[src/rtl/branch_resolve_unit.sv]
// Branch resolution and 2-bit predictor table: decodes conditional branches
// against ALU flags, flags mispredicts and keeps saturating statistics.
module branch_resolve_unit #(
  parameter int unsigned PC_W  = 16,
  parameter int unsigned IDX_W = 4,
  parameter int unsigned CNT_W = 16
) (
  input  logic             clk,
  input  logic             rst_n,
  input  logic [PC_W-1:0]  pred_pc,
  output logic             pred_taken,
  input  logic             res_valid,
  input  logic [4:0]       res_opcode,
  input  logic [1:0]       res_flags,
  input  logic [PC_W-1:0]  res_pc,
  input  logic             res_pred_taken,
  input  logic             stat_clr,
  output logic             pc_branch_sel_out,
  output logic             mispredict,
  output logic             flush,
  output logic [CNT_W-1:0] stat_branches,
  output logic [CNT_W-1:0] stat_mispredicts
);

  localparam int unsigned ENTRIES   = 1 << IDX_W;
  localparam logic [4:0]  OP_BEQ    = 5'b10011;
  localparam logic [4:0]  OP_BLT    = 5'b10100;
  localparam logic [4:0]  OP_BGT    = 5'b10101;
  localparam logic [4:0]  OP_BNE    = 5'b10110;
  localparam logic [1:0]  CTR_RESET = 2'b01;

  logic [1:0]       pred_tab [ENTRIES];
  logic             is_branch;
  logic             taken;
  logic             resolve;
  logic             miss;
  logic [IDX_W-1:0] res_idx;
  logic [1:0]       entry_next;
  logic             unused_pc;

  // Upper PC bits alias onto the same entries.
  assign unused_pc = ^{pred_pc[PC_W-1:IDX_W], res_pc[PC_W-1:IDX_W]};

  // Opcode decode against flags: [1] = equal, [0] = less-than.
  always_comb begin
    is_branch = 1'b0;
    taken     = 1'b0;
    case (res_opcode)
      OP_BEQ: begin is_branch = 1'b1; taken = res_flags[1];                   end
      OP_BNE: begin is_branch = 1'b1; taken = ~res_flags[1];                  end
      OP_BLT: begin is_branch = 1'b1; taken = res_flags[0];                   end
      OP_BGT: begin is_branch = 1'b1; taken = ~res_flags[1] & ~res_flags[0]; end
      default: ;
    endcase
  end

  assign resolve = res_valid & is_branch;
  assign miss    = resolve & (taken ^ res_pred_taken);
  assign res_idx = res_pc[IDX_W-1:0];

  // Saturating 2-bit counter step for the resolving entry.
  always_comb begin
    entry_next = pred_tab[res_idx];
    if (taken && (pred_tab[res_idx] != 2'b11)) begin
      entry_next = pred_tab[res_idx] + 2'(1);
    end else if (!taken && (pred_tab[res_idx] != 2'b00)) begin
      entry_next = pred_tab[res_idx] - 2'(1);
    end
  end

  // Lookup reads the stored value; no same-cycle bypass from the update.
  assign pred_taken = pred_tab[pred_pc[IDX_W-1:0]][1];

  always_ff @(posedge clk or negedge rst_n) begin
    if (!rst_n) begin
      pc_branch_sel_out <= 1'b0;
      mispredict        <= 1'b0;
      flush             <= 1'b0;
    end else begin
      pc_branch_sel_out <= resolve & taken;
      mispredict        <= miss;
      flush             <= miss;
    end
  end

  // Statistics: clear wins over a same-cycle increment.
  always_ff @(posedge clk or negedge rst_n) begin
    if (!rst_n) begin
      stat_branches    <= '0;
      stat_mispredicts <= '0;
    end else if (stat_clr) begin
      stat_branches    <= '0;
      stat_mispredicts <= '0;
    end else begin
      if (resolve && !(&stat_branches)) begin
        stat_branches <= stat_branches + CNT_W'(1);
      end
      if (miss && !(&stat_mispredicts)) begin
        stat_mispredicts <= stat_mispredicts + CNT_W'(1);
      end
    end
  end

  always_ff @(posedge clk or negedge rst_n) begin
    if (!rst_n) begin
      for (int i = 0; i < int'(ENTRIES); i++) begin
        pred_tab[i] <= CTR_RESET;
      end
    end else if (resolve) begin
      pred_tab[res_idx] <= entry_next;
    end
  end

endmodule

[config.mk]
export PLATFORM = sky130hd
export DESIGN_NAME = branch_resolve_unit
export DESIGN_NICKNAME = d
export VERILOG_FILES = /design/src/rtl/branch_resolve_unit.sv
export SDC_FILE = /design/constraint.sdc
export NUM_CORES = 1
export LEC_CHECK = 0
export BUFFER_PORTS_ARGS = -buffer_cell sky130_fd_sc_hd__buf_4
export CAP_MARGIN = 10
export CORE_MARGIN = 2
export CORE_UTILIZATION = 50
export CTS_CLUSTER_SIZE = 8
export DETAILED_ROUTE_END_ITERATION = 12
export PLACE_DENSITY = 0.8
export SKIP_CTS_REPAIR_TIMING = 1
export SYNTH_ARGS = -nofsm -noshare
export SYNTH_HDL_FRONTEND = slang
export SYNTH_SLANG_ARGS = --single-unit
[constraint.sdc]
create_clock -name clk -period 2.6 [get_ports clk]
set_input_delay 0.26 -clock clk [delete_from_list [all_inputs] [get_ports clk]]
set_output_delay 0.26 -clock clk [all_outputs]
set_load 0.01 [all_outputs]
==> PnR_summary.wiki <==
{| class="wikitable"
! Metric !! Value
|-
| Run status || complete, no violations
|-
| Total setup violations reported at the end of the flow || 0
|-
| Final-layout setup total negative slack || 0 ps
|-
| Final net count || 453
|-
| Final weighted congestion in routability-driven placement || 0.851
|-
| Starting utilization of the core area || 0.513
|-
| Syn Area/Cell || 10.6 um2
|-
| Later-pin clock latency in the skew report || 330 ps
|-
| Yosys cell types || 53
|-
| Maximum number of pins on one net before global-route repair || 67
|-
| Maximum clock frequency || 418 MHz
|-
| Register bit count reported by yosys || 66
|-
| Net count after synthesis || 396
|-
| Iter 0 DRT Violations || 217
|-
| Critical Path RT || 2810 ps
|-
| DP Wirelength || 5740 um
|-
| Cell Area, Synth || 3700 um2
|-
| Most frequent cells in the layout || sky130_fd_sc_hd__buf_4 (60), sky130_fd_sc_hd__dfrtp_1 (50), sky130_fd_sc_hd__nand2_1 (30)
|-
| Max Used Layer || met4
|-
| CTS HTree Levels || 3
|-
| Leakage Power || 1.87 nW
|-
| Total routed wirelength || 8070 um
|-
| Clock-pin slew on the worst setup and hold paths || 70 ps
|-
| Total routing usage reported by global routing || 0.206
|-
| WL per Instance || 15.9 um
|-
| Final critical delay including setup and external delays || 2390 ps
|-
| Vias per Instance || 5.70
|-
| Critical Setup Path Class || reg2reg
|-
| Die Outline Area || 8100 um2
|-
| Synthesized netlist cell count || 348
|-
| IO buf count || 55
|-
| CP max FO || 16
|-
| Sequential cell area fraction in the yosys report || 0.452
|-
| Die width || 90.0 um
|-
| Proportion of synthesized flip-flops having asynchronous set or reset || 1.00
|-
| Synth warn || 0
|-
| Worst-case clock skew || 8.38 ps
|-
| Maximum vdd drop || 0.286 mV
|-
| Endpoint type of the worst setup path || flip-flop
|-
| Startpoint type of the worst setup path || flip-flop
|-
| Initial DRT Pass Iterations || 4
|-
| Growth of design area from synthesis to finish || 18.8%
|-
| DRC violations left || 0
|-
| Met1 routed wirelength after detailed routing || 3690 um
|-
| Count of antenna-violating nets left after detailed routing || 0
|-
| Number of antenna repair diodes || 0
|-
| Critical path arrival || 2600 ps
|-
| Post-synth EDFFs || 0
|-
| Max-cap violations || 0
|-
| Clock buffer depth || 2
|-
| Floorplan die height || 90.0 um
|-
| Met3 WL || 302 um
|-
| Number of global-route vias before repair || 2744
|-
| Unrepaired setup endpoints after global routing || false
|-
| Clock tree from TritonCTS || yes
|-
| Portion of the clock cycle consumed by the worst path in the final layout || 0.921
|-
| Antenna violations before repair || 0
|-
| Headroom to the max-slew limit || 0.451
|-
| Final number of max-transition violations || 0
|-
| Type of the worst min-delay path || in2async
|-
| Sum of met2 wire segment lengths after detailed routing || 3950 um
|-
| Root buf cell || sky130_fd_sc_hd__clkbuf_8
|-
| Most frequent standard cell in the layout excluding fill and tap cells || sky130_fd_sc_hd__buf_4
|-
| Placeable Area || 7210 um2
|-
| IO Count || 80
|-
| Num Clock Sinks || 66
|-
| Wire length of the first global-routing pass || 13500 um
|-
| Top_reg_cell synth || sky130_fd_sc_hd__dfrtp_1
|-
| Row count || 31
|-
| Number of buffers inserted during clock tree synthesis || 9
|-
| Share of layout cells above drive strength 1 || 0.327
|-
| Number of vias in the routed layout || 2899
|-
| Total count of hold-check failures in the final report || 0
|-
| Grt ovf || 0
|-
| Transition time of the tightest slew-check pin || 824 ps
|-
| Power density relative to cell area || 458 nW/um2
|-
| Hold Slack || 14.2 ps
|}
==> sequential cells by signal, indices dropped and copies added (netlist names) <==
name               flops
pred_tab              32
stat_mispredicts      16
pc_branch_sel_out      1
flush                  1
stat_branches         16
==> where the power goes <==
part	internal [mW]	switching [mW]
Combinational	0.0587	0.0959
Clock	0.436	0.381
Sequential	1.04	0.00473
Total	1.53	0.482
==> per-stage QoR <==
step / util / worst slack (ps) / instances / area, um2 / total power [mW]
after detailed placement: 0.583 / 36.3 / 493 / 4210 / 1.22
after CTS: 0.609 / 207 / 509 / 4390 / 2.05
final: 0.609 / 206 / 509 / 4390 / 2.01
after floorplan: - / 109 / 348 / 3700 / 1.14
after global placement: 0.583 / 108 / 493 / 4210 / 1.21
after global routing: 0.609 / 89.6 / 509 / 4390 / 2.11
==> synth_stat cells, types with 5 or more instances <==
| library cell | instances | share of area |
|---|---|---|
| sky130_fd_sc_hd__nand4_1 | 11 | 0.019 |
| sky130_fd_sc_hd__inv_1 | 10 | 0.010 |
| sky130_fd_sc_hd__and4_1 | 5 | 0.012 |
| sky130_fd_sc_hd__xnor2_1 | 7 | 0.017 |
| sky130_fd_sc_hd__nand3_1 | 20 | 0.027 |
| sky130_fd_sc_hd__nand2_1 | 30 | 0.030 |
| sky130_fd_sc_hd__mux4_2 | 13 | 0.079 |
| sky130_fd_sc_hd__o21ai_1 | 22 | 0.030 |
| sky130_fd_sc_hd__dfstp_2 | 16 | 0.11 |
| sky130_fd_sc_hd__dfrtp_1 | 50 | 0.34 |
| sky130_fd_sc_hd__xor2_1 | 11 | 0.026 |
| sky130_fd_sc_hd__nor2_1 | 29 | 0.029 |
| sky130_fd_sc_hd__a21oi_1 | 10 | 0.014 |
| sky130_fd_sc_hd__mux2_2 | 17 | 0.052 |
| sky130_fd_sc_hd__buf_2 | 5 | 0.0068 |
| sky130_fd_sc_hd__clkbuf_1 | 6 | 0.0061 |
| sky130_fd_sc_hd__nor4_1 | 5 | 0.0085 |
| sky130_fd_sc_hd__nor2b_1 | 10 | 0.017 |
| sky130_fd_sc_hd__or3_1 | 8 | 0.014 |
==> layer usage <==
metal,vias to the layer above,global-route usage
li1,1398,-
met1,1417,0.282
met2,72,0.320
met3,12,0.0344
met4,0,0.0974
met5,-,0
==> worst max-delay path, stage by stage, from the launching register on <==
cell	delay, ps
sky130_fd_sc_hd__dfrtp_1	400
sky130_fd_sc_hd__mux4_2	470
sky130_fd_sc_hd__a22oi_1	260
sky130_fd_sc_hd__nand2_1	150
sky130_fd_sc_hd__inv_1	90
sky130_fd_sc_hd__ha_1	240
sky130_fd_sc_hd__nor2_1	110
sky130_fd_sc_hd__a32oi_1	90
sky130_fd_sc_hd__buf_12	180
sky130_fd_sc_hd__mux2_2	270
==> kinds of logic after synthesis <==
logic type | count (synthesis) | synth area share
adders and majority gates | 4 | 0.0135
buffers and inverters | 25 | 0.0332
muxes | 37 | 0.151
and+or+nand+nor | 141 | 0.208
xor gates and xnor gates | 18 | 0.0426
AOI/OAI and AO/OA | 57 | 0.0998
DFF | 66 | 0.452
==> final cells by class <==
| class | count | area [um2] |
|---|---|---|
| Timing Repair Buffer | 61 | 470 |
| Sequential cell | 66 | 1670 |
| Multi-Input combinational cell | 257 | 1900 |
| Inverter | 10 | 37.5 |
| Clock inverter | 6 | 57.6 |
| Clock buffer | 10 | 128 |
| Tap cell | 99 | 124 |
| Fill cell | 612 | 2820 |
==> worst paths after layout <==
path	start	end	slack (ps)	depth (start not counted)
max	pred_tab[13]$_DFFE_PN0P_	pred_tab[31]$_DFFE_PN0P_	210	9
max reg2reg	pred_tab[13]$_DFFE_PN0P_	pred_tab[31]$_DFFE_PN0P_	210	9
min	rst_n	stat_mispredicts[5]$_DFFE_PN0P_	10	1
min in group clk	res_pc[3]	pred_tab[10]$_DFFE_PN1P_	280	3
max in group asynchronous	rst_n	stat_branches[4]$_DFFE_PN0P_	2040	1
min reg2reg	pred_tab[20]$_DFFE_PN1P_	pred_tab[20]$_DFFE_PN1P_	460	2
No activity file was read; power rests on OpenSTA's default activity.
